--- src/rtl/move_input_conditioner.sv ---
// Conditions four raw bouncing push-buttons into single-cycle move pulses for the game FSM.
// One press yields at most one pulse, released only while the consumer signals move_en.
module move_input_conditioner #(
    parameter int unsigned DEBOUNCE_CYCLES = 2500000,
    parameter int unsigned CNT_W           = 22
) (
    input  logic Clk,
    input  logic Reset,
    input  logic BtnU,
    input  logic BtnD,
    input  logic BtnL,
    input  logic BtnR,
    input  logic move_en,
    output logic up,
    output logic down,
    output logic left,
    output logic right,
    output logic q_Idle,
    output logic q_Press,
    output logic q_Armed,
    output logic q_Held,
    output logic q_Release
);

    typedef enum logic [2:0] {StIdle, StPress, StArmed, StHeld, StRelease} state_e;

    localparam logic [CNT_W-1:0] CntMax = CNT_W'(DEBOUNCE_CYCLES - 1);

    state_e           state_q, state_d;
    logic [3:0]       sync1_q, sync2_q;
    logic [3:0]       dir_q, dir_d;
    logic [3:0]       pulse_q, pulse_d;
    logic [CNT_W-1:0] cnt_q, cnt_d;
    logic [3:0]       sel;

    // Bit order {U,D,L,R}; priority U > D > L > R matches the consumer's WAIT decode.
    always_comb begin
        sel = 4'b0000;
        if (sync2_q[3])      sel = 4'b1000;
        else if (sync2_q[2]) sel = 4'b0100;
        else if (sync2_q[1]) sel = 4'b0010;
        else if (sync2_q[0]) sel = 4'b0001;
    end

    always_ff @(posedge Clk or posedge Reset) begin
        if (Reset) begin
            state_q <= StIdle;
            sync1_q <= '0;
            sync2_q <= '0;
            dir_q   <= '0;
            pulse_q <= '0;
            cnt_q   <= '0;
        end else begin
            state_q <= state_d;
            sync1_q <= {BtnU, BtnD, BtnL, BtnR};
            sync2_q <= sync1_q;
            dir_q   <= dir_d;
            pulse_q <= pulse_d;
            cnt_q   <= cnt_d;
        end
    end

    always_comb begin
        state_d = state_q;
        dir_d   = dir_q;
        cnt_d   = cnt_q;
        pulse_d = '0;
        case (state_q)
            StIdle: begin
                if (|sync2_q) begin
                    dir_d   = sel;
                    cnt_d   = '0;
                    state_d = StPress;
                end
            end
            StPress: begin
                if ((sync2_q & dir_q) == 4'b0000) state_d = StIdle;
                else if (cnt_q == CntMax)         state_d = StArmed;
                else                              cnt_d   = cnt_q + CNT_W'(1);
            end
            StArmed: begin
                // The move is committed; a release here does not cancel it.
                if (move_en) begin
                    pulse_d = dir_q;
                    state_d = StHeld;
                end
            end
            StHeld: begin
                if (sync2_q == 4'b0000) begin
                    cnt_d   = '0;
                    state_d = StRelease;
                end
            end
            StRelease: begin
                if (|sync2_q)             state_d = StHeld;
                else if (cnt_q == CntMax) state_d = StIdle;
                else                      cnt_d   = cnt_q + CNT_W'(1);
            end
            default: state_d = StIdle;
        endcase
    end

    always_comb begin
        up        = pulse_q[3];
        down      = pulse_q[2];
        left      = pulse_q[1];
        right     = pulse_q[0];
        q_Idle    = (state_q == StIdle);
        q_Press   = (state_q == StPress);
        q_Armed   = (state_q == StArmed);
        q_Held    = (state_q == StHeld);
        q_Release = (state_q == StRelease);
    end

endmodule

--- config.mk ---
export PLATFORM = sky130hd
export DESIGN_NAME = move_input_conditioner
export DESIGN_NICKNAME = d
export VERILOG_FILES = /design/src/rtl/move_input_conditioner.sv
export SDC_FILE = /design/constraint.sdc
export NUM_CORES = 1
export LEC_CHECK = 0
export BUFFER_PORTS_ARGS = -buffer_cell sky130_fd_sc_hd__buf_2
export CORE_AREA = 2 2 67 69
export CTS_CLUSTER_DIAMETER = 150
export DETAILED_ROUTE_END_ITERATION = 6
export DIE_AREA = 0 0 69 71
export GPL_TIMING_DRIVEN = 0
export MAX_ROUTING_LAYER = met4
export PLACE_DENSITY = 0.79
export SLEW_MARGIN = 25
export SYNTH_ARGS = -nofsm -noshare
export SYNTH_HDL_FRONTEND = slang
export SYNTH_SLANG_ARGS = --single-unit
--- constraint.sdc ---
create_clock -name Clk -period 1.95 [get_ports Clk]
set_input_delay 0.195 -clock Clk [delete_from_list [all_inputs] [get_ports Clk]]
set_output_delay 0.195 -clock Clk [all_outputs]
set_load 0.02 [all_outputs]
==> results of run 1 <==
## layout make-up
cell class / instances / area share
Buffer: 13 / 0.0378
Clock inverter: 2 / 0.00567
Sequential cell: 41 / 0.389
Tap cell: 52 / 0.0246
Multi-Input combinational cell: 158 / 0.428
Inverter: 7 / 0.00992
Clock buffer: 6 / 0.0274
Timing Repair Buffer: 27 / 0.0775
## power by group
part | switching [mW] | total (mW) | internal, mW
clock network | 0.304 | 0.556 | 0.252
logic | 0.774 | 1.31 | 0.538
registers | 0.0833 | 1.03 | 0.943
## logic make-up after synthesis
kind of cell | Yosys count
flops | 41
fa+ha+maj | 1
xor+xnor | 1
compound gates | 76
mux | 1
buf+inv | 20
simple gates | 78
## worst max path at each step
stage / endpoint / slack [ns] / startpoint
2_1_floorplan: cnt_q[9]$_DFFE_PP0P_ / 0.02 / state_q[0]$_DFFE_PP0P_
3_3_place_gp: cnt_q[11]$_DFFE_PP0P_ / -0.03 / state_q[0]$_DFFE_PP0P_
3_5_place_dp: cnt_q[8]$_DFFE_PP0P_ / -0.12 / state_q[0]$_DFFE_PP0P_
4_1_cts: cnt_q[11]$_DFFE_PP0P_ / 0.002 / sync2_q[0]$_DFF_PP0_
5_1_grt: cnt_q[19]$_DFFE_PP0P_ / -0.21 / sync2_q[2]$_DFF_PP0_
6_report: cnt_q[1]$_DFFE_PP0P_ / -0.09 / sync2_q[2]$_DFF_PP0_
## through the flow
stage | worst slack (ns) | cells
after floorplan | 0.0158 | 218
after global placement | -0.0320 | 285
after detailed placement | -0.120 | 286
after CTS | 0.00171 | 298
after global routing | -0.206 | 306
final | -0.0876 | 306
## state kept, by name (all words and copies together) (netlist names)
signal,flops
dir_q,4
cnt_q,22
pulse_q,4
state_q,3
sync1_q,4
sync2_q,4
## per-layer routing
metal  vias to the layer above  GRT usage  part of all wire
met2                        79      0.338              0.51
met3                        23     0.0385             0.057
met4                         0     0.0654             0.034
met5                         -          -                 0
met1                       962      0.273              0.40
li1                        899          -                 -
## cell usage after synthesis (2+ instances only)
| master | count | share of area |
|---|---|---|
| a21o_2 | 2 | 0.0083 |
| clkbuf_1 | 5 | 0.0089 |
| buf_2 | 5 | 0.012 |
| nor4_1 | 2 | 0.0059 |
| nand2_1 | 13 | 0.023 |
| o22ai_1 | 3 | 0.0089 |
| a22o_1 | 3 | 0.012 |
| o21ai_0 | 16 | 0.038 |
| and2_1 | 2 | 0.0059 |
| nor3_1 | 2 | 0.0048 |
| inv_1 | 7 | 0.012 |
| a31oi_1 | 10 | 0.030 |
| dfrtp_1 | 41 | 0.49 |
| o31ai_1 | 6 | 0.021 |
| nor2b_1 | 4 | 0.012 |
| a41oi_1 | 3 | 0.012 |
| nor2_1 | 9 | 0.016 |
| or3_1 | 3 | 0.0089 |
| a32o_1 | 2 | 0.0095 |
| o21ai_1 | 10 | 0.024 |
| and3_1 | 8 | 0.024 |
| nand4_1 | 7 | 0.021 |
| buf_6 | 3 | 0.016 |
| a21oi_1 | 12 | 0.029 |
| nand3_1 | 17 | 0.040 |
| nor4_2 | 2 | 0.012 |
| nand2b_1 | 3 | 0.0089 |
## worst reg2reg max path, cell delays in order, from the launching register on
cell and delay (ns):
dfrtp_2 0.48, o41ai_4 0.49, o311ai_4 0.23, o211ai_2 0.37
nand3_2 0.18, o22ai_1 0.22
## timing repair
action / 4_1_cts / 5_1_grt
gates cloned: 0 / 2
pin swaps: 0 / 13
resized for setup: 8 / 37
endpoints found under the setup margin: 17 / 24
setup buffers: 1 / 5
hold endpoints to repair: 15 / 1
hold buffers: 3 / 1
==> parameters.txt, run 1 <==
Parameter                              Value

Setup path
  Launching element type of the critical path ... register
  Origin of the critical flop-to-flop path ... sync2_q[2]$_DFF_PP0_
  Worst stage delay on the critical path ... 0.49 ns
  Crit-path max FO ... 6
  Count of cells along the worst register-to-register path ... 5
  Critical R2R Capture ... cnt_q[1]$_DFFE_PP0P_
  Cell count along the critical path ... 5
  Largest delay share family, worst path ... compound AO/OA/AOI/OAI gates
  Crit path buf inv count ... 0
  Setup Crit Path Kind ... register to register
  CP Data Required Time ... 2.17 ns
  Critical Path End Type ... register
  Setup slack of the worst register-to-register path ... -0.09 ns
  CP cell instances ... o41ai_4 > o311ai_4 > o211ai_2 > nand3_2 > o22ai_1
  Worst path arrival time ... 2.25 ns
  Slowest stage cell on the critical path ... o41ai_4

Timing
  Number of hold violations in the final report ... 0
  Total of endpoints with negative setup slack in the final report ... 16
  Setup repair after global routing missed its margin ... true
  Shortest period the worst path allows ... 2.04 ns
  Post-route worst hold slack ... 0.00916 ns
  Worst Max-Slew Pin Slew ... 0.540 ns
  Period Utilization, post-route ... 1.04
  Max frequency ... 491 MHz
  Setup_tns ... -0.433 ns
  Count of pins over their slew limit ... 0
  Final worst-path setup slack ... -0.0876 ns
  Worst clock skew ... 0.00906 ns
  Max-slew headroom ... 0.638

Synthesis
  Compound-gate portion of the synthesized area ... 0.239
  Total of flip-flops plus latches after synthesis ... 41
  Total of warnings raised by yosys ... 0
  Post-synthesis average cell area ... 9.66 µm²
  Number of instances in the synthesized netlist ... 218
  Number of enable-type register cells in the synthesized netlist ... 0
  Part of the Yosys area used for sequential elements ... 0.487
  Share of synthesized registers carrying an async set or reset ... 1.00
  Post-Synth XOR/XNOR Area ... 0.00416
  Syn_nets ... 226
  Count of distinct cell types in the synthesized netlist ... 45
  Area fraction in and, or, nand and nor cells after synthesis ... 0.209
  Combinational family with the most area after synthesis ... compound AO/OA/AOI/OAI gates
  Mux share of post-synthesis cell area ... 0.00475
  Main synth FF type ... dfrtp_1
  Adder-Cell Fraction of Synth Area ... 0.00594
  Synthesized area ... 2110 µm²

Clocking
  Max Buffers Root-to-Sink ... 2
  Clock slew at reported path FFs ... 0.08 ns
  Total number of clock tree sinks ... 41
  Root Driver ... clkbuf_8
  Total CTS buffers ... 5
  Clock latency of the later-clocked register in the worst-skew pair ... 0.30 ns
  CTS H-tree lvls ... 2
  TritonCTS clock tree ... done

Route
  Number of vias in the routed layout ... 1963
  Sum of routed wire length over all layers ... 5640 µm
  Drc violations ... 0
  First-pass detailed-route iteration total ... 5
  Routed len/inst ... 18.4 µm
  Routed via count divided by cell count ... 6.42
  Number of design-rule violations left by the first detailed-router iteration ... 245
  Detail Route Antenna Nets ... 0

Run
  MaxCap Viol Count ... 0

Die
  # rows ... 24
  CORE AREA ... 4200 µm²
  Die Width ... 69 µm
  Die area ... 4900 µm²
  Initial standard-cell utilization of the core ... 0.501
  Number of ports placed on the die boundary ... 16
  Overall die height ... 71 µm

Hold path
  Worst hold stages ... 1
  Class of the most critical hold timing path ... primary input to register
  Source of the worst hold timing path ... BtnR
  Destination of the worst hold path ... sync1_q[0]$_DFF_PP0_

Power and ir drop
  Total power ... 2.89 mW
  Worst voltage drop across the vdd grid ... 561 µV
  Pwr Density ... 1090 nW/µm²
  Leakage power figure ... 1.15 nW

Global route
  Wire length of the first global-routing pass ... 8140 µm
  GRT Residual Overflow ... 0
  Global-route usage over all layers ... 0.210
  Number of global-route vias before repair ... 1734
  Antenna violations before repair ... 0
  Largest net degree at the start of global routing ... 29

Placement
  IO buf count ... 15
  Half-perimeter wire length of the detailed placement result ... 3100 µm
  Weighted congestion at the end of routability-driven global placement ... 0.889
  Placed inst area ... 2270 µm²

Layout
  Antenna cell count ... 0
  Most common cell after layout, fill and taps aside ... dfrtp_1
  Filler Cell Count ... 344
  End-of-flow core utilization ... 0.630
  Share of final-layout standard cells stronger than drive strength 1 ... 0.319
  Seq. cell area ... 1030 µm²
  Area of the multi-input gates ... 1130 µm²
  Most frequent cells in the layout ... 38 x dfrtp_1, 18 x buf_2, 15 x nand3_1, 15 x o21ai_0, 12 x nand2_1
  Post-route cell area ... 2650 µm²
  Total number of nets in the final design ... 261
  Layout overhead on the synthesized area ... 25.8%

Status
  Violated checks ... negative setup slack
  Result of the run ... finished with violations
Note: power is estimated with default switching activity, not from simulation.
==> run 2: changes to the inputs <==
Settings changed: CORE_AREA 2 2 67 69 to 2 2 64 72, DIE_AREA 0 0 69 71 to 0 0 66 74, PLACE_DENSITY 0.79 to unset, PLACE_DENSITY_LB_ADDON set to 0.2.
==> parameters.txt, run 2 (synthesized netlist as in run 1, its figures left out) <==
Parameter                              Value

Status
  Result of the run ... finished clean

Setup path
  Launching element type of the critical path ... register
  Worst path arrival time ... 2.12 ns (-0.13 ns)
  Setup slack of the worst register-to-register path ... 0.04 ns (+0.13 ns)
  Origin of the critical flop-to-flop path ... cnt_q[1]$_DFFE_PP0P_
  Crit-path max FO ... 9 (+3)
  Count of cells along the worst register-to-register path ... 7 (+2)
  Setup Crit Path Kind ... register to register
  CP Data Required Time ... 2.16 ns (about the same)
  Critical Path End Type ... register
  Critical R2R Capture ... state_q[1]$_DFFE_PP0P_

Timing
  Count of pins over their slew limit ... 0 (unchanged)
  Max frequency ... 524 MHz (+6.8%)
  Post-route worst hold slack ... 0.193 ns (+0.183 ns)
  Worst Max-Slew Pin Slew ... 0.589 ns (+0.0491 ns)
  Worst clock skew ... 0.00324 ns (-0.00582 ns)
  Period Utilization, post-route ... 0.979 (-0.0664)
  Total of endpoints with negative setup slack in the final report ... 0 (-16)
  Number of hold violations in the final report ... 0 (unchanged)
  Shortest period the worst path allows ... 1.91 ns (-0.129 ns)
  Setup repair after global routing missed its margin ... true
  Max-slew headroom ... 0.604 (-0.0332)
  Setup_tns ... 0 ns (+0.433 ns)

Global route
  Global-route usage over all layers ... 0.222 (+0.0121)
  Antenna violations before repair ... 0 (unchanged)
  Wire length of the first global-routing pass ... 8070 µm (-0.85%)
  Number of global-route vias before repair ... 1716 (-1.0%)
  Largest net degree at the start of global routing ... 26 (-10%)
  GRT Residual Overflow ... 0 (unchanged)

Hold path
  Source of the worst hold timing path ... move_en
  Worst hold stages ... 2 (+1)
  Class of the most critical hold timing path ... primary input to register
  Destination of the worst hold path ... pulse_q[3]$_DFF_PP0_

Die
  Die area ... 4880 µm² (-0.31%)
  Die Width ... 66 µm (-4.3%)
  Initial standard-cell utilization of the core ... 0.502 (+0.00150)
  CORE AREA ... 4190 µm² (-0.30%)
  Overall die height ... 74 µm (+4.2%)
  # rows ... 25 (+4.2%)
  Number of ports placed on the die boundary ... 16 (unchanged)

Layout
  Total number of nets in the final design ... 257 (-1.5%)
  Most frequent cells in the layout ... 40 x dfrtp_1, 20 x buf_2, 17 x nand3_1, 15 x o21ai_0
  Biggest register ... cnt_q
  Layout overhead on the synthesized area ... 20.3%
  Flip-flop count of the largest register, all copies and words added ... 22 (unchanged)
  Most common cell after layout, fill and taps aside ... dfrtp_1
  Antenna cell count ... 0 (unchanged)
  Share of final-layout standard cells stronger than drive strength 1 ... 0.236 (-0.0829)

Placement
  IO buf count ... 15 (unchanged)
  Half-perimeter wire length of the detailed placement result ... 3250 µm (+5.0%)
  Weighted congestion at the end of routability-driven global placement ... 0.846 (-4.9%)

Route
  Routed via count divided by cell count ... 5.97 (-7.0%)
  First-pass detailed-route iteration total ... 4 (-1)
  Sum of routed wire length over all layers ... 4700 µm (-17%)
  Routed len/inst ... 15.5 µm (-16%)
  Number of design-rule violations left by the first detailed-router iteration ... 163 (-33%)
  Detail Route Antenna Nets ... 0 (unchanged)
  Number of vias in the routed layout ... 1814 (-7.6%)
  Drc violations ... 0 (unchanged)

Run
  MaxCap Viol Count ... 0 (unchanged)

Clocking
  Total number of clock tree sinks ... 41 (unchanged)
  CTS H-tree lvls ... 2 (unchanged)
  Clock slew at reported path FFs ... 0.08 ns (about the same)
  TritonCTS clock tree ... done
  Root Driver ... clkbuf_8
  Clock latency of the later-clocked register in the worst-skew pair ... 0.29 ns (about the same)
  Max Buffers Root-to-Sink ... 2 (unchanged)
  Total CTS buffers ... 5 (unchanged)

Power and ir drop
  Worst voltage drop across the vdd grid ... 502 µV (-11%)
  Pwr Density ... 1090 nW/µm² (about the same)
  Leakage power figure ... 1.10 nW (-4.3%)
==> run 2: changes by cell type in the layout (fill, tap and decap cells not counted), moves of 2 or more <==
cell	before	now
o21ai_1	2	10
o21ai_2	9	1
o31ai_1	3	6
o31ai_2	3	0
buf_2	18	20
clkbuf_2	2	0
dfrtp_1	38	40
dfrtp_2	3	1
nand3_1	15	17
nand3_2	2	0
==> run 2: cell type report <==
type                    instances  area [µm²]
repair buffers                 25         183
inverters                       7        26.3
clock inverters                 2        37.5
plain buffers                  12        81.3
multi-input cells             157        1030
fillers                       377        1660
well taps                      54        67.6
clock buffers                   6        82.6
flip-flops and latches         41        1030
==> run 2: what timing repair did <==
item | in CTS | in global routing
gates cloned | 0 | 0
setup endpoints to repair | 17 | 20
hold endpoints to repair | 17 | 3
hold buffers | 2 | 3
gates resized for setup | 7 | 11
pin swaps | 1 | 1
setup buffers | 4 | 0
==> run 2: per-layer routing <==
layer  GRT usage  vias up  wire [µm]
met4      0.0658        0         25
met2       0.350       52       2300
li1            -      888          -
met3      0.0545        2        216
met1       0.287      872       2160
met5           -        -          0
==> run 2: worst max path at each step <==
| stage | from | endpoint | slack [ns] | cells after the start |
|---|---|---|---|---|
| global route | cnt_q[1]$_DFFE_PP0P_ | state_q[1]$_DFFE_PP0P_ | -0.08 | 7 |
| detailed placement | state_q[0]$_DFFE_PP0P_ | cnt_q[12]$_DFFE_PP0P_ | -0.08 | 8 |
| floorplan | state_q[0]$_DFFE_PP0P_ | cnt_q[9]$_DFFE_PP0P_ | 0.02 | 7 |
| finish | cnt_q[1]$_DFFE_PP0P_ | state_q[1]$_DFFE_PP0P_ | 0.04 | 7 |
| global placement | cnt_q[0]$_DFFE_PP0P_ | cnt_q[14]$_DFFE_PP0P_ | -0.05 | 7 |
| CTS | sync2_q[0]$_DFF_PP0_ | cnt_q[9]$_DFFE_PP0P_ | 0.02 | 6 |
==> run 2: per-stage QoR <==
step | setup slack, ns | cell area [µm²] | power, mW | instances | utilization
CTS | 0.0196 | 2470 | 2.77 | 302 | 0.590
global route | -0.0767 | 2530 | 2.94 | 304 | 0.604
floorplan | 0.0158 | 2110 | 1.71 | 218 | -
detailed placement | -0.0751 | 2280 | 1.95 | 288 | 0.543
finish | 0.0418 | 2530 | 2.77 | 304 | 0.604
global placement | -0.0529 | 2250 | 1.93 | 287 | 0.536
==> run 2: worst max-delay path: stages, from the launching register on <==
cell and delay, ns:
dfrtp_1 0.37, ha_2 0.21, and4_4 0.27, nand2b_1 0.07
or3_1 0.38, buf_6 0.15, o31a_1 0.23, o22ai_1 0.14
==> run 2: power by group <==
group / total, mW / internal [mW] / switching (mW)
Clock: 0.711 / 0.416 / 0.295
Sequential: 1.02 / 0.942 / 0.0813
Combinational: 1.03 / 0.426 / 0.605
Total: 2.77 / 1.78 / 0.982
==> run 3: changes to the inputs <==
Settings changed: GPL_TIMING_DRIVEN 0 to 1.
==> parameters.txt, run 3 (synthesized netlist as in run 1, its figures left out) <==
Parameter                              Value

Layout
  Flip-flop count of the largest register, all copies and words added ... 22 (unchanged)
  Post-route cell area ... 2570 µm² (+1.7%)
  Layout overhead on the synthesized area ... 22.3%
  Share of final-layout standard cells stronger than drive strength 1 ... 0.278 (+0.0424)
  Biggest register ... cnt_q
  Total number of nets in the final design ... 262 (+1.9%)
  Area of the multi-input gates ... 1060 µm² (+2.9%)
  Cell Count, Final, Fillers Out ... 309 (+1.6%)
  Most frequent cells in the layout ... 36 x dfrtp_1, 24 x buf_4, 16 x nand3_1, 16 x o21ai_0, 15 x buf_2
  Most common cell after layout, fill and taps aside ... dfrtp_1
  Antenna cell count ... 0 (unchanged)
  Filler Cell Count ... 366 (-2.9%)
  End-of-flow core utilization ... 0.614 (+0.0101)
  Seq. cell area ... 1030 µm² (+0.49%)

Setup path
  Setup Crit Path Kind ... register to register
  Worst path arrival time ... 2.08 ns (-0.04 ns)
  Setup slack of the worst register-to-register path ... 0.05 ns (about the same)
  Count of cells along the worst register-to-register path ... 5 (-2)
  Critical R2R Capture ... cnt_q[0]$_DFFE_PP0P_
  Critical Path End Type ... register
  CP Data Required Time ... 2.12 ns (-0.04 ns)
  Crit-path max FO ... 9 (unchanged)
  Launching element type of the critical path ... register
  Origin of the critical flop-to-flop path ... sync2_q[2]$_DFF_PP0_

Timing
  Total of endpoints with negative setup slack in the final report ... 0 (unchanged)
  Post-route worst hold slack ... 0.0103 ns (-0.182 ns)
  Max-slew headroom ... 0.657 (+0.0529)
  Worst clock skew ... 0.00853 ns (+0.00529 ns)
  Max frequency ... 526 MHz (+0.30%)
  Shortest period the worst path allows ... 1.90 ns (-0.00573 ns)
  Worst Max-Slew Pin Slew ... 0.510 ns (-0.0783 ns)
  Final worst-path setup slack ... 0.0475 ns (+0.00573 ns)
  Number of hold violations in the final report ... 0 (unchanged)
  Period Utilization, post-route ... 0.976 (-0.00294)
  Count of pins over their slew limit ... 0 (unchanged)
  Setup_tns ... 0 ns (unchanged)

Global route
  GRT Residual Overflow ... 0 (unchanged)
  Largest net degree at the start of global routing ... 42 (+62%)
  Wire length of the first global-routing pass ... 7550 µm (-6.5%)
  Number of global-route vias before repair ... 1667 (-2.9%)
  Global-route usage over all layers ... 0.209 (-0.0129)
  Antenna violations before repair ... 0 (unchanged)

Route
  Number of design-rule violations left by the first detailed-router iteration ... 167 (+2.5%)
  Detail Route Antenna Nets ... 0 (unchanged)
  Routed len/inst ... 15.5 µm (+0.60%)
  Number of vias in the routed layout ... 1898 (+4.6%)
  Routed via count divided by cell count ... 6.14 (+2.9%)
  Drc violations ... 0 (unchanged)
  First-pass detailed-route iteration total ... 5 (+1)
  Sum of routed wire length over all layers ... 4800 µm (+2.3%)

Power and ir drop
  Switching fraction of total power ... 0.355 (about the same)
  Cell internal power dissipation ... 1.85 mW (+3.7%)
  Clk network pwr share ... 0.248 (-0.009)
  Worst voltage drop across the vdd grid ... 441 µV (-12%)
  Leakage power figure ... 1.13 nW (+3.0%)
  Pwr Density ... 1110 nW/µm² (+2.0%)
  Sw power ... 1.02 mW (+3.7%)
  Comb pwr share ... 0.388 (+0.015)
  Power share of the sequential group ... 0.365 (-0.005)
  Total power ... 2.87 mW (+3.7%)

Placement
  Worst slack at placement ... -0.00811 ns (+0.0670 ns)
  Weighted congestion at the end of routability-driven global placement ... 0.828 (-2.1%)
  Number of cells in the design after placement ... 295 (+2.4%)
  Placed inst area ... 2330 µm² (+2.3%)
  IO buf count ... 15 (unchanged)
  Half-perimeter wire length of the detailed placement result ... 3150 µm (-3.0%)

Clocking
  Root Driver ... clkbuf_8
  CTS H-tree lvls ... 2 (unchanged)
  Clock latency of the later-clocked register in the worst-skew pair ... 0.29 ns (about the same)
  Total number of clock tree sinks ... 41 (unchanged)
  Total CTS buffers ... 5 (unchanged)
  TritonCTS clock tree ... done
  Max Buffers Root-to-Sink ... 2 (unchanged)
  Clock slew at reported path FFs ... 0.08 ns (about the same)

Hold path
  Class of the most critical hold timing path ... primary input to register
  Worst hold stages ... 1 (-1)
  Destination of the worst hold path ... sync1_q[3]$_DFF_PP0_
  Source of the worst hold timing path ... BtnU

Die
  Overall die height ... 74 µm (unchanged)
  CORE AREA ... 4190 µm² (unchanged)
  # rows ... 25 (unchanged)
  Initial standard-cell utilization of the core ... 0.502 (unchanged)
  Die area ... 4880 µm² (unchanged)
  Die Width ... 66 µm (unchanged)
  Number of ports placed on the die boundary ... 16 (unchanged)

Run
  MaxCap Viol Count ... 0 (unchanged)

Status
  Result of the run ... finished clean
-- run 3: cell types whose count changed in the layout (fill, tap and decap cells not counted), moves of 2 or more --
cell | before | now
nor2b_1 | 2 | 4
dfrtp_1 | 40 | 36
dfrtp_2 | 1 | 5
buf_2 | 20 | 15
buf_4 | 5 | 24
nor2b_2 | 2 | 0
dlygate4sd3_1 | 5 | 2
buf_6 | 3 | 0
-- run 3: worst max-delay path by stage --
| stage | endpoint | depth (start not counted) | start |
|---|---|---|---|
| after detailed placement | state_q[1]$_DFFE_PP0P_ | 6 | cnt_q[1]$_DFFE_PP0P_ |
| final | cnt_q[0]$_DFFE_PP0P_ | 5 | sync2_q[2]$_DFF_PP0_ |
| after global placement | state_q[1]$_DFFE_PP0P_ | 6 | cnt_q[1]$_DFFE_PP0P_ |
| after CTS | cnt_q[0]$_DFFE_PP0P_ | 5 | sync2_q[0]$_DFF_PP0_ |
| after global routing | cnt_q[0]$_DFFE_PP0P_ | 5 | sync2_q[2]$_DFF_PP0_ |
| after floorplan | cnt_q[9]$_DFFE_PP0P_ | 7 | state_q[0]$_DFFE_PP0P_ |
-- run 3: what timing repair did --
action                                  CTS  global route
cloned                                    0             1
hold endpoints to repair                  0             2
endpoints found under the setup margin    1            16
pin swaps                                 0             3
buffers inserted                          0             3
gates resized for setup                   1            16
hold buffers                              0             2
-- run 3: cell type report --
class / instances / area share
sequential: 41 / 0.401
clock inverter: 1 / 0.0117
tap: 54 / 0.0262
multi-input combinational: 158 / 0.411
inverter: 7 / 0.0102
timing repair buffer: 41 / 0.107
clock buffer: 7 / 0.0335
-- run 3: layer usage --
layer | track usage | part of all wire | up-vias
li1 | - | - | 900
met1 | 0.278 | 0.46 | 920
met2 | 0.313 | 0.46 | 69
met3 | 0.0484 | 0.057 | 9
met4 | 0.0839 | 0.018 | 0
met5 | - | 0 | -
-- run 3: power groups by stage --
| stage | clock, mW | combinational (mW) | sequential, mW |
|---|---|---|---|
| floorplan | 0 | 0.688 | 1.02 |
| global placement | 0 | 0.929 | 1.05 |
| detailed placement | 0 | 0.932 | 1.06 |
| CTS | 0.724 | 0.937 | 1.04 |
| global route | 0.756 | 1.22 | 1.06 |
| finish | 0.710 | 1.11 | 1.05 |
-- run 3: critical path, cell delays in order (launching register included) --
cell      delay (ns)
dfrtp_2         0.48
o41ai_4         0.45
o311ai_4        0.21
o211a_4         0.33
a21oi_1         0.21
mux2i_1         0.12
